`src/rtl/otter_pkg.sv`:
```
// Shared encodings for the OTTER multicycle sequencer: states, immediate and
// PC-source selects, RV32I opcodes and branch funct3 codes.
package otter_pkg;

  typedef enum logic [2:0] {
    FETCH    = 3'd0,
    DECODE   = 3'd1,
    EXEC     = 3'd2,
    MEM_WAIT = 3'd3,
    WB       = 3'd4,
    TRAP     = 3'd5
  } state_t;

  typedef enum logic [2:0] {
    IMM_I = 3'd0,
    IMM_S = 3'd1,
    IMM_B = 3'd2,
    IMM_U = 3'd3,
    IMM_J = 3'd4
  } imm_sel_t;

  typedef enum logic [2:0] {
    PC_PC4    = 3'd0,
    PC_JALR   = 3'd1,
    PC_BRANCH = 3'd2,
    PC_JAL    = 3'd3,
    PC_MTVEC  = 3'd4
  } pc_src_t;

  typedef logic [6:0] opcode_t;

  localparam opcode_t OPC_LUI    = 7'b0110111;
  localparam opcode_t OPC_AUIPC  = 7'b0010111;
  localparam opcode_t OPC_JAL    = 7'b1101111;
  localparam opcode_t OPC_JALR   = 7'b1100111;
  localparam opcode_t OPC_BRANCH = 7'b1100011;
  localparam opcode_t OPC_LOAD   = 7'b0000011;
  localparam opcode_t OPC_STORE  = 7'b0100011;
  localparam opcode_t OPC_OP_IMM = 7'b0010011;
  localparam opcode_t OPC_OP     = 7'b0110011;

  localparam logic [2:0] F3_BEQ  = 3'b000;
  localparam logic [2:0] F3_BNE  = 3'b001;
  localparam logic [2:0] F3_BLT  = 3'b100;
  localparam logic [2:0] F3_BGE  = 3'b101;
  localparam logic [2:0] F3_BLTU = 3'b110;
  localparam logic [2:0] F3_BGEU = 3'b111;

  function automatic logic opcode_legal(input opcode_t op);
    case (op)
      OPC_LUI, OPC_AUIPC, OPC_JAL, OPC_JALR, OPC_BRANCH,
      OPC_LOAD, OPC_STORE, OPC_OP_IMM, OPC_OP: return 1'b1;
      default:                                 return 1'b0;
    endcase
  endfunction

  // OP has no immediate; I is returned so the select never floats.
  function automatic imm_sel_t imm_sel_of(input opcode_t op);
    case (op)
      OPC_STORE:            return IMM_S;
      OPC_BRANCH:           return IMM_B;
      OPC_LUI, OPC_AUIPC:   return IMM_U;
      OPC_JAL:              return IMM_J;
      default:              return IMM_I;
    endcase
  endfunction

endpackage

```
`src/rtl/otter_branch_eval.sv`:
```
// Branch resolution: taken/illegal from funct3 and the rs1/rs2 comparator flags.
// Purely combinational; the reserved funct3 codes 010/011 flag illegal.
module otter_branch_eval
  import otter_pkg::*;
(
  input  logic [2:0] funct3_i,
  input  logic       br_eq_i,
  input  logic       br_lt_i,
  input  logic       br_ltu_i,
  output logic       taken_o,
  output logic       illegal_o
);

  always_comb begin
    taken_o   = 1'b0;
    illegal_o = 1'b0;
    case (funct3_i)
      F3_BEQ:  taken_o = br_eq_i;
      F3_BNE:  taken_o = !br_eq_i;
      F3_BLT:  taken_o = br_lt_i;
      F3_BGE:  taken_o = !br_lt_i;
      F3_BLTU: taken_o = br_ltu_i;
      F3_BGEU: taken_o = !br_ltu_i;
      default: illegal_o = 1'b1;
    endcase
  end

endmodule

```
`src/rtl/otter_mcu_sequencer.sv`:
```
// Multicycle control FSM for the OTTER RV32I core: fetch/decode/execute,
// memory wait states, retirement and interrupt/illegal-instruction traps.
module otter_mcu_sequencer
  import otter_pkg::*;
#(
  parameter bit TRAP_ON_ILLEGAL = 1'b1
) (
  input  logic        CLK,
  input  logic        RST_N,
  input  logic [31:0] IR,
  input  logic        BR_EQ,
  input  logic        BR_LT,
  input  logic        BR_LTU,
  input  logic        MEM_RDY,
  input  logic        INTR,
  input  logic        MIE,
  output logic        MEM_RDEN1,
  output logic        MEM_RDEN2,
  output logic        MEM_WE2,
  output logic        IR_LD,
  output logic [2:0]  IMM_SEL,
  output logic [2:0]  PC_SOURCE,
  output logic        PC_WRITE,
  output logic        REG_WRITE,
  output logic        CSR_TRAP,
  output logic        TRAP_CAUSE,
  output logic [2:0]  STATE
);

  state_t   state_q, state_d;
  imm_sel_t imm_sel_q, imm_sel_d;
  logic     trap_cause_q, trap_cause_d;

  opcode_t  opcode;
  logic     is_load, is_store, is_branch, is_jal, is_jalr, is_alu;
  logic     br_taken, br_illegal, illegal, retire;
  pc_src_t  pc_src;
  logic     unused_ir;

  assign opcode    = IR[6:0];
  assign unused_ir = ^{IR[31:15], IR[11:7]};

  assign is_load   = (opcode == OPC_LOAD);
  assign is_store  = (opcode == OPC_STORE);
  assign is_branch = (opcode == OPC_BRANCH);
  assign is_jal    = (opcode == OPC_JAL);
  assign is_jalr   = (opcode == OPC_JALR);
  assign is_alu    = (opcode == OPC_OP) || (opcode == OPC_OP_IMM) ||
                     (opcode == OPC_LUI) || (opcode == OPC_AUIPC);

  otter_branch_eval u_branch_eval (
    .funct3_i  (IR[14:12]),
    .br_eq_i   (BR_EQ),
    .br_lt_i   (BR_LT),
    .br_ltu_i  (BR_LTU),
    .taken_o   (br_taken),
    .illegal_o (br_illegal)
  );

  assign illegal = !opcode_legal(opcode) || (is_branch && br_illegal);

  always_ff @(posedge CLK or negedge RST_N) begin
    if (!RST_N) begin
      state_q      <= FETCH;
      imm_sel_q    <= IMM_I;
      trap_cause_q <= 1'b0;
    end else begin
      state_q      <= state_d;
      imm_sel_q    <= imm_sel_d;
      trap_cause_q <= trap_cause_d;
    end
  end

  // Any PC update outside TRAP retires the instruction; that is the only
  // point at which a pending interrupt is taken.
  assign retire = PC_WRITE && (state_q != TRAP);

  always_comb begin
    state_d      = state_q;
    imm_sel_d    = imm_sel_q;
    trap_cause_d = trap_cause_q;
    case (state_q)
      FETCH:    if (MEM_RDY) state_d = DECODE;
      DECODE: begin
        imm_sel_d = imm_sel_of(opcode);
        if (illegal && TRAP_ON_ILLEGAL) begin
          state_d      = TRAP;
          trap_cause_d = 1'b1;
        end else begin
          state_d = EXEC;
        end
      end
      EXEC:     if (is_load || is_store) state_d = MEM_WAIT;
      MEM_WAIT: if (MEM_RDY && is_load) state_d = WB;
      TRAP:     state_d = FETCH;
      default:  state_d = FETCH;
    endcase
    if (retire) begin
      if (INTR && MIE) begin
        state_d      = TRAP;
        trap_cause_d = 1'b0;
      end else begin
        state_d = FETCH;
      end
    end
  end

  // Strobes are gated by RST_N so nothing is requested while reset is held.
  always_comb begin
    MEM_RDEN1 = 1'b0;
    MEM_RDEN2 = 1'b0;
    MEM_WE2   = 1'b0;
    IR_LD     = 1'b0;
    PC_WRITE  = 1'b0;
    REG_WRITE = 1'b0;
    CSR_TRAP  = 1'b0;
    pc_src    = PC_PC4;
    if (RST_N) begin
      case (state_q)
        FETCH: begin
          MEM_RDEN1 = 1'b1;
          IR_LD     = MEM_RDY;
        end
        EXEC: begin
          if (is_load) begin
            MEM_RDEN2 = 1'b1;
          end else if (is_store) begin
            MEM_WE2 = 1'b1;
          end else begin
            PC_WRITE = 1'b1;
            if (is_jal) begin
              REG_WRITE = 1'b1;
              pc_src    = PC_JAL;
            end else if (is_jalr) begin
              REG_WRITE = 1'b1;
              pc_src    = PC_JALR;
            end else if (is_branch) begin
              pc_src = br_taken ? PC_BRANCH : PC_PC4;
            end else if (is_alu) begin
              REG_WRITE = 1'b1;
            end
          end
        end
        MEM_WAIT: begin
          MEM_RDEN2 = is_load;
          MEM_WE2   = is_store;
          PC_WRITE  = is_store && MEM_RDY;
        end
        WB: begin
          REG_WRITE = 1'b1;
          PC_WRITE  = 1'b1;
        end
        TRAP: begin
          CSR_TRAP = 1'b1;
          PC_WRITE = 1'b1;
          pc_src   = PC_MTVEC;
        end
        default: ;
      endcase
    end
  end

  assign PC_SOURCE  = pc_src;
  assign IMM_SEL    = imm_sel_q;
  assign TRAP_CAUSE = trap_cause_q;
  assign STATE      = state_q;

  assert property (@(posedge CLK) disable iff (!RST_N)
                   $onehot0({MEM_RDEN1, MEM_RDEN2, MEM_WE2}));

endmodule

```
`config.mk`:
```
export PLATFORM = sky130hd
export DESIGN_NAME = otter_mcu_sequencer
export DESIGN_NICKNAME = d
export VERILOG_FILES = /design/src/rtl/otter_pkg.sv /design/src/rtl/otter_branch_eval.sv /design/src/rtl/otter_mcu_sequencer.sv
export SDC_FILE = /design/constraint.sdc
export NUM_CORES = 1
export LEC_CHECK = 0
export BUFFER_PORTS_ARGS = -buffer_cell sky130_fd_sc_hd__buf_2
export CORE_AREA = 4 4 54 56
export CTS_CLUSTER_DIAMETER = 30
export CTS_CLUSTER_SIZE = 30
export DETAILED_ROUTE_END_ITERATION = 10
export DIE_AREA = 0 0 58 60
export PLACE_DENSITY = 0.82
export SYNTH_ARGS = -nofsm -noshare
export SYNTH_HDL_FRONTEND = slang
export SYNTH_HIERARCHICAL = 1
export SYNTH_SLANG_ARGS = --single-unit
```
`constraint.sdc`:
```
create_clock -name CLK -period 1.6 [get_ports CLK]
set_input_delay 0.32 -clock CLK [delete_from_list [all_inputs] [get_ports CLK]]
set_output_delay 0.32 -clock CLK [all_outputs]
set_load 0.05 [all_outputs]
```
==> reports/summary.md, run 1 <==
* HPWL Detailed: 2.470 mm
* final non-filler cell area: 0.001819 mm²
* number of global-route vias before repair: 1,193
* clock latency reported for the late side of the worst-skew pair: 0.24 ns
* minimum period implied by the final worst setup slack: 1.948 ns
* Net Sw Frac: 0.5084
* wire length of the first global-routing pass: 5.678 mm
* number of clock sinks: 7
* sequential area share after synthesis: 0.2029
* syn_nets: 146
* ratio of routed vias to standard cells: 5.735
* cell-internal power: 1.239 mW
* final standard cell count with taps included and fillers excluded: 211
* portion of the clock cycle consumed by the worst path in the final layout: 1.218
* Arr. time, crit path: 1.63 ns
* path class of the lowest-slack min-delay path: primary input to async pin
* Synth Cell Area: 863.3 µm²
* chip height: 60 µm
* die area: 0.003480 mm²
* part of the total power dissipated in the clock network: 0.060
* number of buffers inserted by hold repair at cts: 0
* setup total negative slack: -2.136 ns
* GR Util met1: 0.2164
* Post-Syn Area per Cell: 8.382 µm²
* number of hold violations in the final report: 0
* placed cell count: 198
* global-route met2 utilization: 0.4355
* Syn. warnings: 6
* Layout Nets: 225
* antenna violations before repair: 0
* clock tree root driver cell: sky130_fd_sc_hd__clkbuf_4
* fraction of layout cells with a size suffix above 1: 0.7238
* Peak Freq: 513.2 MHz
* highest net fanout along the worst path: 2
* Setup crit end kind: output port
* Setup Viol. Count Final: 11
* largest net degree at the start of global routing: 10
* Final Routed Wirelength: 4.061 mm
* Initial Util: 0.3549
* average wire length per cell after detail routing: 19.25 µm
* primary flip-flop cell chosen by synthesis mapping: sky130_fd_sc_hd__dfrtp_1
* RSZ-0062 raised after global routing: yes
* portion of total power attributed to sequential cells: 0.122
* maximum buffer depth of the clock tree: 2
* clock slew at reported path FFs: 0.05 ns
* peak supply drop: 1.347 mV
* TritonCTS clock tree: yes
* DRT iter0 DRCs: 59
* clock buffers created by TritonCTS: 3
* count of inserted antenna diode cells: 0
* max capacitance violation total: 0
* beginning of the worst register-to-register path: STATE[2]$_DFFE_PN0P_
* number of flops mapped to enable cells by yosys: 0
* GR met3 Demand/Resource: 0.02808
* number of register bits inferred by synthesis: 7
* Port Buffers: 34
* Final ANT Viol Nets: 0
* source of the critical timing path: IR[13]
* relative max-transition margin: 0.6509
* violated checks: negative setup slack
* Clock Skews: 0.001673 ns
* DRC violation count after routing: 0
* final worst slack: -0.3485 ns
* number of placed I/O pins: 57
* global route hottest layer: met2
* Cell variety after synth: 46
* kind of critical path: primary input to output port
* total congestion overflow after global routing: 0
* gpl congestion: 0.8889
* power density relative to cell area: 1385 mW/mm²
* Tightest Pin Transition: 0.5104 ns
* Switch Pwr: 1.281 mW
* synthesized netlist cell count: 103
* utilization after layout: 0.7479
* worst path required time: 1.28 ns
* Worst setup SP type: primary input
* via count: 1,210
* depth of the CTS H-tree: 1
* number of detailed-routing iterations run before antenna repair: 4
* result of the run: complete, but fails checks
* placed standard-cell area: 0.001386 mm²
* relative area change from synthesis to final layout: 110.7%
* die extent in x: 58 µm
* total routing usage reported by global routing: 0.2217
* Leak: 0.7984 nW
* core box area: 0.002432 mm²
* final max-slew violation count: 0
* async set-or-reset flop fraction in the synthesized netlist: 1.000
* floorplan row count: 18
* share of total power in combinational logic: 0.818
-- final timing paths --
path                       slack, ns                     end  cells past startpoint
max                            -0.35            PC_SOURCE[1]                      8
min                             0.23    TRAP_CAUSE$_DFF_PN0_                      2
max reg2reg                    -0.17    STATE[0]$_DFFE_PN0P_                      7
min reg2reg                     0.52  IMM_SEL[2]$_DFFE_PN0N_                      2
max in group asynchronous       1.24    STATE[1]$_DFFE_PN0P_                      2
min in group CLK                0.52  IMM_SEL[2]$_DFFE_PN0N_                      2
-- metrics by stage --
| stage | hold WS [ns] | power, mW | setup slack, ns |
|---|---|---|---|
| after CTS | 0.1815 | 2.252 | -0.3226 |
| after global routing | 0.2235 | 2.631 | -0.4202 |
| after floorplan | 0.02441 | 1.206 | -0.4674 |
| after global placement | 0.3565 | 1.642 | -0.3710 |
| after detailed placement | 0.3755 | 1.676 | -0.4901 |
| final | 0.2257 | 2.521 | -0.3485 |
-- power by group through the flow --
| stage | registers [mW] | clock network [mW] | logic (mW) |
|---|---|---|---|
| 6_report | 0.307 | 0.151 | 2.06 |
| 5_1_grt | 0.312 | 0.169 | 2.15 |
| 4_1_cts | 0.301 | 0.158 | 1.79 |
| 3_5_place_dp | 0.288 | 0 | 1.39 |
| 3_3_place_gp | 0.287 | 0 | 1.36 |
| 2_1_floorplan | 0.460 | 0 | 0.746 |
-- routing by layer --
layer | share of wire | vias to the layer above
met2 | 0.52 | 72
met4 | 0.054 | 0
met1 | 0.37 | 577
met5 | 0 | -
met3 | 0.048 | 22
li1 | - | 539
-- what timing repair did --
item                       CTS  global route
gates resized for setup     65            13
buffers inserted             7             4
pin swaps                   17             9
setup endpoints to repair   13            14
-- layout by cell type, fill, tap and decap left out, types with 3 or more instances in the layout --
cell / count
sky130_fd_sc_hd__buf_4: 35
sky130_fd_sc_hd__buf_2: 21
sky130_fd_sc_hd__buf_6: 15
sky130_fd_sc_hd__nand2_1: 10
sky130_fd_sc_hd__buf_8: 6
sky130_fd_sc_hd__nor2_1: 5
sky130_fd_sc_hd__dfrtp_1: 4
sky130_fd_sc_hd__nand2_4: 4
sky130_fd_sc_hd__and3_4: 4
sky130_fd_sc_hd__a21oi_1: 4
sky130_fd_sc_hd__dfrtp_2: 3
sky130_fd_sc_hd__nor2_4: 3
sky130_fd_sc_hd__nor2b_1: 3
sky130_fd_sc_hd__clkbuf_4: 3
-- worst max-delay path, cell delays in order --
cell	delay, ns
sky130_fd_sc_hd__buf_8	0.10
sky130_fd_sc_hd__buf_4	0.13
sky130_fd_sc_hd__nor3_2	0.22
sky130_fd_sc_hd__a21o_1	0.12
sky130_fd_sc_hd__nor3b_4	0.19
sky130_fd_sc_hd__a21oi_2	0.07
sky130_fd_sc_hd__nor4b_4	0.27
sky130_fd_sc_hd__buf_6	0.19
-- layout make-up --
| type | instances | area, µm² |
|---|---|---|
| Tap cell | 30 | 37.54 |
| Clock buffer | 4 | 26.28 |
| Timing Repair Buffer | 78 | 646.9 |
| Inverter | 6 | 37.54 |
| Multi-Input combinational cell | 86 | 892.1 |
| Fill cell | 159 | 613.1 |
| Sequential cell | 7 | 178.9 |
-- cell usage after synthesis (2+ instances only) --
cell type | number | area (µm²)
sky130_fd_sc_hd__nor4b_1 | 2 | 17.52
sky130_fd_sc_hd__nor2_1 | 8 | 30.03
sky130_fd_sc_hd__nand3b_1 | 2 | 15.01
sky130_fd_sc_hd__xnor2_1 | 2 | 17.52
sky130_fd_sc_hd__a2111oi_0 | 2 | 17.52
sky130_fd_sc_hd__o21ai_1 | 3 | 15.01
sky130_fd_sc_hd__ha_1 | 3 | 37.54
sky130_fd_sc_hd__o21ai_0 | 2 | 10.01
sky130_fd_sc_hd__inv_1 | 4 | 15.01
sky130_fd_sc_hd__dfrtp_1 | 7 | 175.2
sky130_fd_sc_hd__a21o_1 | 2 | 15.01
sky130_fd_sc_hd__inv_2 | 2 | 7.510
sky130_fd_sc_hd__and2_1 | 3 | 18.77
sky130_fd_sc_hd__a22oi_1 | 2 | 15.01
sky130_fd_sc_hd__nand2_1 | 14 | 52.55
sky130_fd_sc_hd__a21oi_1 | 5 | 25.02
sky130_fd_sc_hd__o31ai_1 | 2 | 15.01
sky130_fd_sc_hd__buf_4 | 2 | 15.01
sky130_fd_sc_hd__nor2b_1 | 3 | 18.77
sky130_fd_sc_hd__and3_1 | 4 | 25.02
sky130_fd_sc_hd__nor3_1 | 4 | 20.02
-- logic make-up after synthesis --
logic type,count (synthesis),synth area share
buffers and inverters,10,0.06086
xor gates and xnor gates,2,0.02029
adders and majority gates,3,0.04348
DFF,7,0.2029
muxes,1,0.01159
AOI/OAI and AO/OA,30,0.3101
and+or+nand+nor,50,0.3507
-- registers in the layout (all words and copies together) (netlist names) --
signal and count:
IMM_SEL 3, TRAP_CAUSE 1, STATE 3
(Power assumes the default switching activity.)
==> run 2: changes to the inputs <==
CORE_AREA = 4 4 51 53   (was 4 4 54 56)
DIE_AREA = 0 0 55 57   (was 0 0 58 60)
PLACE_DENSITY = 0.87   (was 0.82)
clock period = 2.19 ns   (was 1.6 ns; I/O delays follow)
==> reports/summary.md, run 2 (same netlist as run 1, synthesis figures left out) <==
* Final Routed Wirelength: 2.467 mm, -39%
* endpoint of the worst-slack reg-to-reg timing path: STATE[2]$_DFFE_PN0P_
* number of buffers inserted by hold repair at cts: 0, unchanged
* clock tree root driver cell: sky130_fd_sc_hd__clkbuf_4
* final max-slew violation count: 0, unchanged
* commonest non-fill, non-tap cell in the layout: sky130_fd_sc_hd__buf_2
* ratio of routed vias to standard cells: 5.587, -2.6%
* largest net degree at the start of global routing: 15, +5
* Port Buffers: 34, unchanged
* relative max-transition margin: 0.6024, -0.04851
* Setup crit end kind: output port
* area used by multi-input combinational logic: 700.7 µm², -21%
* fraction of layout cells with a size suffix above 1: 0.4931, -0.2307
* minimum period implied by the final worst setup slack: 2.125 ns
* count of inserted antenna diode cells: 0, unchanged
* Initial Util: 0.4019, +0.04693
* Final ANT Viol Nets: 0, unchanged
* number of clock sinks: 7, unchanged
* number of hold violations in the final report: 0, unchanged
* clock buffers created by TritonCTS: 3, unchanged
* DRT iter0 DRCs: 25, -58%
* Leak: 0.5382 nW, -33%
* worst path required time: 1.75 ns, +0.47 ns
* logic depth of the worst register-to-register path: 5, -2
* Setup Viol. Count Final: 0, -11
* peak supply drop: 0.5834 mV, -57%
* die area: 0.003135 mm², -9.9%
* count of filler cells inserted in the layout: 204, +28%
* beginning of the worst register-to-register path: STATE[2]$_DFFE_PN0P_
* via count: 961, -21%
* DRC violation count after routing: 0, unchanged
* clock latency reported for the late side of the worst-skew pair: 0.25 ns, about the same
* Register Area: 178.9 µm², unchanged
* number of global-route vias before repair: 920, -23%
* max capacitance violation total: 0, unchanged
* Setup Slack @ Placement: -0.03223 ns, +0.4578 ns
* final worst slack: 0.06491 ns, +0.4134 ns
* Tightest Pin Transition: 0.5813 ns, +0.07093 ns
* total routing usage reported by global routing: 0.1699, -0.05182
* highest net fanout along the worst path: 2, unchanged
* average wire length per cell after detail routing: 14.34 µm, -25%
* Layout Nets: 188, -16%
* Reg2Reg Setup Slack: 0.44 ns, +0.61 ns
* number of placed I/O pins: 57, unchanged
* antenna violations before repair: 0, unchanged
* wire length of the first global-routing pass: 4.140 mm, -27%
* Peak Freq: 470.6 MHz
* number of detailed-routing iterations run before antenna repair: 4, unchanged
* relative area change from synthesis to final layout: 40.00%
* HPWL Detailed: 1.987 mm, -20%
* core box area: 0.002148 mm², -12%
* total congestion overflow after global routing: 0, unchanged
* Clock Skews: 0.004305 ns, +0.002632 ns
* clock slew at reported path FFs: 0.05 ns, about the same
* power density relative to cell area: 993.3 mW/mm², -28%
* portion of the clock cycle consumed by the worst path in the final layout: 0.9704
* RSZ-0062 raised after global routing: no
* Worst setup SP type: primary input
* chip height: 57 µm, -5.0%
* depth of the CTS H-tree: 1, unchanged
* TritonCTS clock tree: yes
* path class of the lowest-slack min-delay path: primary input to async pin
* die extent in x: 55 µm, -5.2%
* gpl congestion: 0.8914, +0.28%
* floorplan row count: 17, -1
* setup total negative slack: 0 ns, +2.136 ns
* Arr. time, crit path: 1.69 ns, +0.06 ns
* result of the run: finished clean
* maximum buffer depth of the clock tree: 2, unchanged
* kind of critical path: primary input to output port
* commonest cells after routing, fill and taps aside: 31 x sky130_fd_sc_hd__buf_2, 14 x sky130_fd_sc_hd__nand2_1, 7 x sky130_fd_sc_hd__buf_4
==> run 2: cell count changes in the layout (fill, tap and decap cells not counted), sizes merged <==
cell	before	now
buf	78	41
==> run 2: metal layers <==
metal / global-route usage / up-vias / routed length, µm
met1: 0.2081 / 455 / 931
met2: 0.2956 / 37 / 1337
met3: 0.03655 / 4 / 156
li1: - / 465 / -
met4: 0.03819 / 0 / 42
met5: 0 / - / 0
==> run 2: area by class of cell <==
cell class              count  share of cell area
repair buffers             41              0.2029
flip-flops and latches      7              0.1480
inverters                   6             0.01863
well taps                  28             0.02899
clock buffers               4             0.02174
multi-input cells          86              0.5797
==> run 2: power by group <==
group / leakage (nW) / total, mW / internal, mW / switching (mW)
Combinational: 0.438 / 0.840 / 0.303 / 0.537
Clock: 0.0150 / 0.112 / 0.0692 / 0.0432
Sequential: 0.0854 / 0.248 / 0.171 / 0.0771
==> run 2: worst max-delay path by stage <==
stage,start,endpoint,cells past startpoint
3_5_place_dp,IR[13],PC_SOURCE[1],8
2_1_floorplan,STATE[2]$_DFFE_PN0P_,IR_LD,3
3_3_place_gp,IR[13],PC_SOURCE[1],8
4_1_cts,STATE[1]$_DFFE_PN0P_,PC_WRITE,6
6_report,IR[13],PC_SOURCE[1],8
5_1_grt,IR[13],PC_SOURCE[1],8
==> run 2: worst max-delay path, cell delays in order <==
cell                      delay, ns
sky130_fd_sc_hd__buf_8         0.07
sky130_fd_sc_hd__mux2i_2       0.21
sky130_fd_sc_hd__xnor2_1       0.14
sky130_fd_sc_hd__a21o_1        0.13
sky130_fd_sc_hd__nor3b_2       0.17
sky130_fd_sc_hd__a21oi_2       0.06
sky130_fd_sc_hd__nor4b_4       0.29
sky130_fd_sc_hd__buf_6         0.19
==> run 2: stage by stage <==
stage                     power, mW  area (µm²)    util  hold WS, ns  instances
after global placement        1.002        1121  0.5218       0.3203        166
final                         1.201        1209  0.5626      0.06723        172
after CTS                     1.190        1174  0.5463      0.06239        172
after global routing          1.288        1209  0.5626      0.07070        172
after floorplan              0.8564       908.4       -       0.1424        103
after detailed placement      1.030        1121  0.5218       0.3303        166
==> run 2: timing repair <==
item	in CTS	in global routing
pin swaps	0	3
resized for setup	4	11
setup buffers	2	0
endpoints found under the setup margin	2	5
cloned	0	0
==> run 3: changes to the inputs <==
CELL_PAD_IN_SITES_DETAIL_PLACEMENT = 1   (was unset)
CELL_PAD_IN_SITES_GLOBAL_PLACEMENT = 1   (was unset)
CORE_AREA = 4 4 61 63   (was 4 4 51 53)
DIE_AREA = 0 0 65 67   (was 0 0 55 57)
GPL_TIMING_DRIVEN = 0   (was unset)
PLACE_DENSITY = 0.86   (was 0.87)
==> reports/summary.md, run 3 (same netlist as run 1, synthesis figures left out) <==
* Layout Nets: 188, unchanged
* number of global-route vias before repair: 1,035, +13%
* Initial Util: 0.2671, -0.1347
* result of the run: finished clean
* final max-slew violation count: 0, unchanged
* Final Routed Wirelength: 2.805 mm, +14%
* DRC violation count after routing: 0, unchanged
* number of buffers inserted by hold repair at cts: 0, unchanged
* power density relative to cell area: 1021 mW/mm², +2.7%
* via count: 964, +0.31%
* clock buffers created by TritonCTS: 3, unchanged
* die area: 0.004355 mm², +39%
* Setup crit end kind: output port
* Arr. time, crit path: 1.68 ns, about the same
* peak supply drop: 0.4683 mV, -20%
* largest net degree at the start of global routing: 15, unchanged
* Worst setup SP type: register
* antenna violations before repair: 0, unchanged
* Clock Skews: 0.004474 ns, +0.0001692 ns
* max capacitance violation total: 0, unchanged
* HPWL Detailed: 2.190 mm, +10%
* Port Buffers: 33, -2.9%
* die extent in x: 65 µm, +18%
* floorplan row count: 21, +4
* maximum buffer depth of the clock tree: 2, unchanged
* count of inserted antenna diode cells: 0, unchanged
* kind of critical path: register to output port
* number of hold violations in the final report: 0, unchanged
* relative area change from synthesis to final layout: 43.91%
* ratio of routed vias to standard cells: 5.074, -9.2%
* total routing usage reported by global routing: 0.1424, -0.02750
* portion of the clock cycle consumed by the worst path in the final layout: 0.9677, -0.002687
* minimum period implied by the final worst setup slack: 2.119 ns, -0.005885 ns
* Setup Viol. Count Final: 0, unchanged
* core box area: 0.003232 mm², +50%
* number of clock sinks: 7, unchanged
* chip height: 67 µm, +18%
* total power after layout: 1.268 mW, +5.6%
* Leak: 0.5386 nW, about the same
* path class of the lowest-slack min-delay path: primary input to async pin
* relative max-transition margin: 0.6983, +0.09589
* TritonCTS clock tree: yes
* number of placed I/O pins: 57, unchanged
* commonest cells after routing, fill and taps aside: 28 x sky130_fd_sc_hd__buf_2, 13 x sky130_fd_sc_hd__nand2_1, 6 x sky130_fd_sc_hd__buf_4, 6 x sky130_fd_sc_hd__nor2_1, 6 x sky130_fd_sc_hd__clkbuf_4
* clock tree root driver cell: sky130_fd_sc_hd__clkbuf_4
* DRT iter0 DRCs: 11, -56%
* clock slew at reported path FFs: 0.06 ns, about the same
* worst path required time: 1.75 ns, about the same
* setup total negative slack: 0 ns, unchanged
* depth of the CTS H-tree: 1, unchanged
* beginning of the worst register-to-register path: STATE[1]$_DFFE_PN0P_
* Peak Freq: 471.9 MHz, +0.28%
* clock latency reported for the late side of the worst-skew pair: 0.26 ns, about the same
* total congestion overflow after global routing: 0, unchanged
* commonest non-fill, non-tap cell in the layout: sky130_fd_sc_hd__buf_2
* number of detailed-routing iterations run before antenna repair: 4, unchanged
* highest net fanout along the worst path: 7, +5
* average wire length per cell after detail routing: 14.76 µm, +2.9%
* Final ANT Viol Nets: 0, unchanged
* gpl congestion: 0.8432, -5.4%
* wire length of the first global-routing pass: 4.830 mm, +17%
* fraction of layout cells with a size suffix above 1: 0.5000, +0.006944
* Tightest Pin Transition: 0.4411 ns, -0.1402 ns
* source of the critical timing path: STATE[1]$_DFFE_PN0P_
* RSZ-0062 raised after global routing: yes
==> run 3: changes by cell type in the layout (fill, tap and decap cells not counted), sizes merged <==
cell | previous run | this run
buf | 41 | 37
clkbuf | 4 | 7
clkinv | 0 | 1
==> run 3: what timing repair did <==
action / CTS / global route
resized for setup: 7 / 12
setup buffers: 1 / 3
endpoints found under the setup margin: 4 / 7
pin swaps: 0 / 1
==> run 3: path summary, 6_finish.rpt <==
path                       slack [ns]                endpoint  depth (start not counted)
setup / recovery                 0.07                PC_WRITE                          7
hold / removal                   0.05  IMM_SEL[1]$_DFFE_PN0N_                          1
setup reg to reg                 0.29    STATE[2]$_DFFE_PN0P_                          8
hold reg to reg                  0.50  IMM_SEL[0]$_DFFE_PN0N_                          2
max in group asynchronous        1.89    STATE[1]$_DFFE_PN0P_                          1
min in group CLK                 0.50  IMM_SEL[0]$_DFFE_PN0N_                          2
==> run 3: metrics by stage <==
step	instances	area, µm²	setup slack, ns	hold WS, ns	util
after floorplan	103	908.4	-0.1616	0.1424	-
after global placement	182	1131	-0.1909	0.3252	0.3500
after detailed placement	182	1131	-0.2209	0.3334	0.3500
after CTS	187	1191	0.008880	0.04653	0.3686
after global routing	190	1242	-0.01611	0.05930	0.3844
final	190	1242	0.07079	0.04945	0.3844
==> run 3: worst max-delay path: stages (launching register included) <==
cell and delay (ns):
sky130_fd_sc_hd__dfrtp_2 0.42, sky130_fd_sc_hd__buf_6 0.14, sky130_fd_sc_hd__inv_1 0.14, sky130_fd_sc_hd__ha_1 0.22
sky130_fd_sc_hd__a41oi_4 0.06, sky130_fd_sc_hd__a21o_4 0.24, sky130_fd_sc_hd__inv_2 0.07, sky130_fd_sc_hd__buf_8 0.14
==> run 3: where the power goes <==
| group | switching (mW) | internal (mW) |
|---|---|---|
| Clock | 0.0565 | 0.0672 |
| Sequential | 0.0627 | 0.171 |
| Combinational | 0.584 | 0.327 |
| Total | 0.703 | 0.565 |
==> run 3: cell type report <==
cell class | count | area, µm²
multi-input combinational | 86 | 705.7
timing repair buffer | 37 | 219.0
clock buffer | 3 | 22.52
tap | 46 | 57.56
sequential | 7 | 178.9
fill | 406 | 1989
clock inverter | 1 | 5.005
inverter | 6 | 22.52
buffer | 4 | 31.28
==> run 3: metal layers <==
metal / part of all wire / GRT usage
met5: 0 / 0
met3: 0.076 / 0.05565
met2: 0.49 / 0.2478
met4: 0.0068 / 0.02639
met1: 0.43 / 0.1657
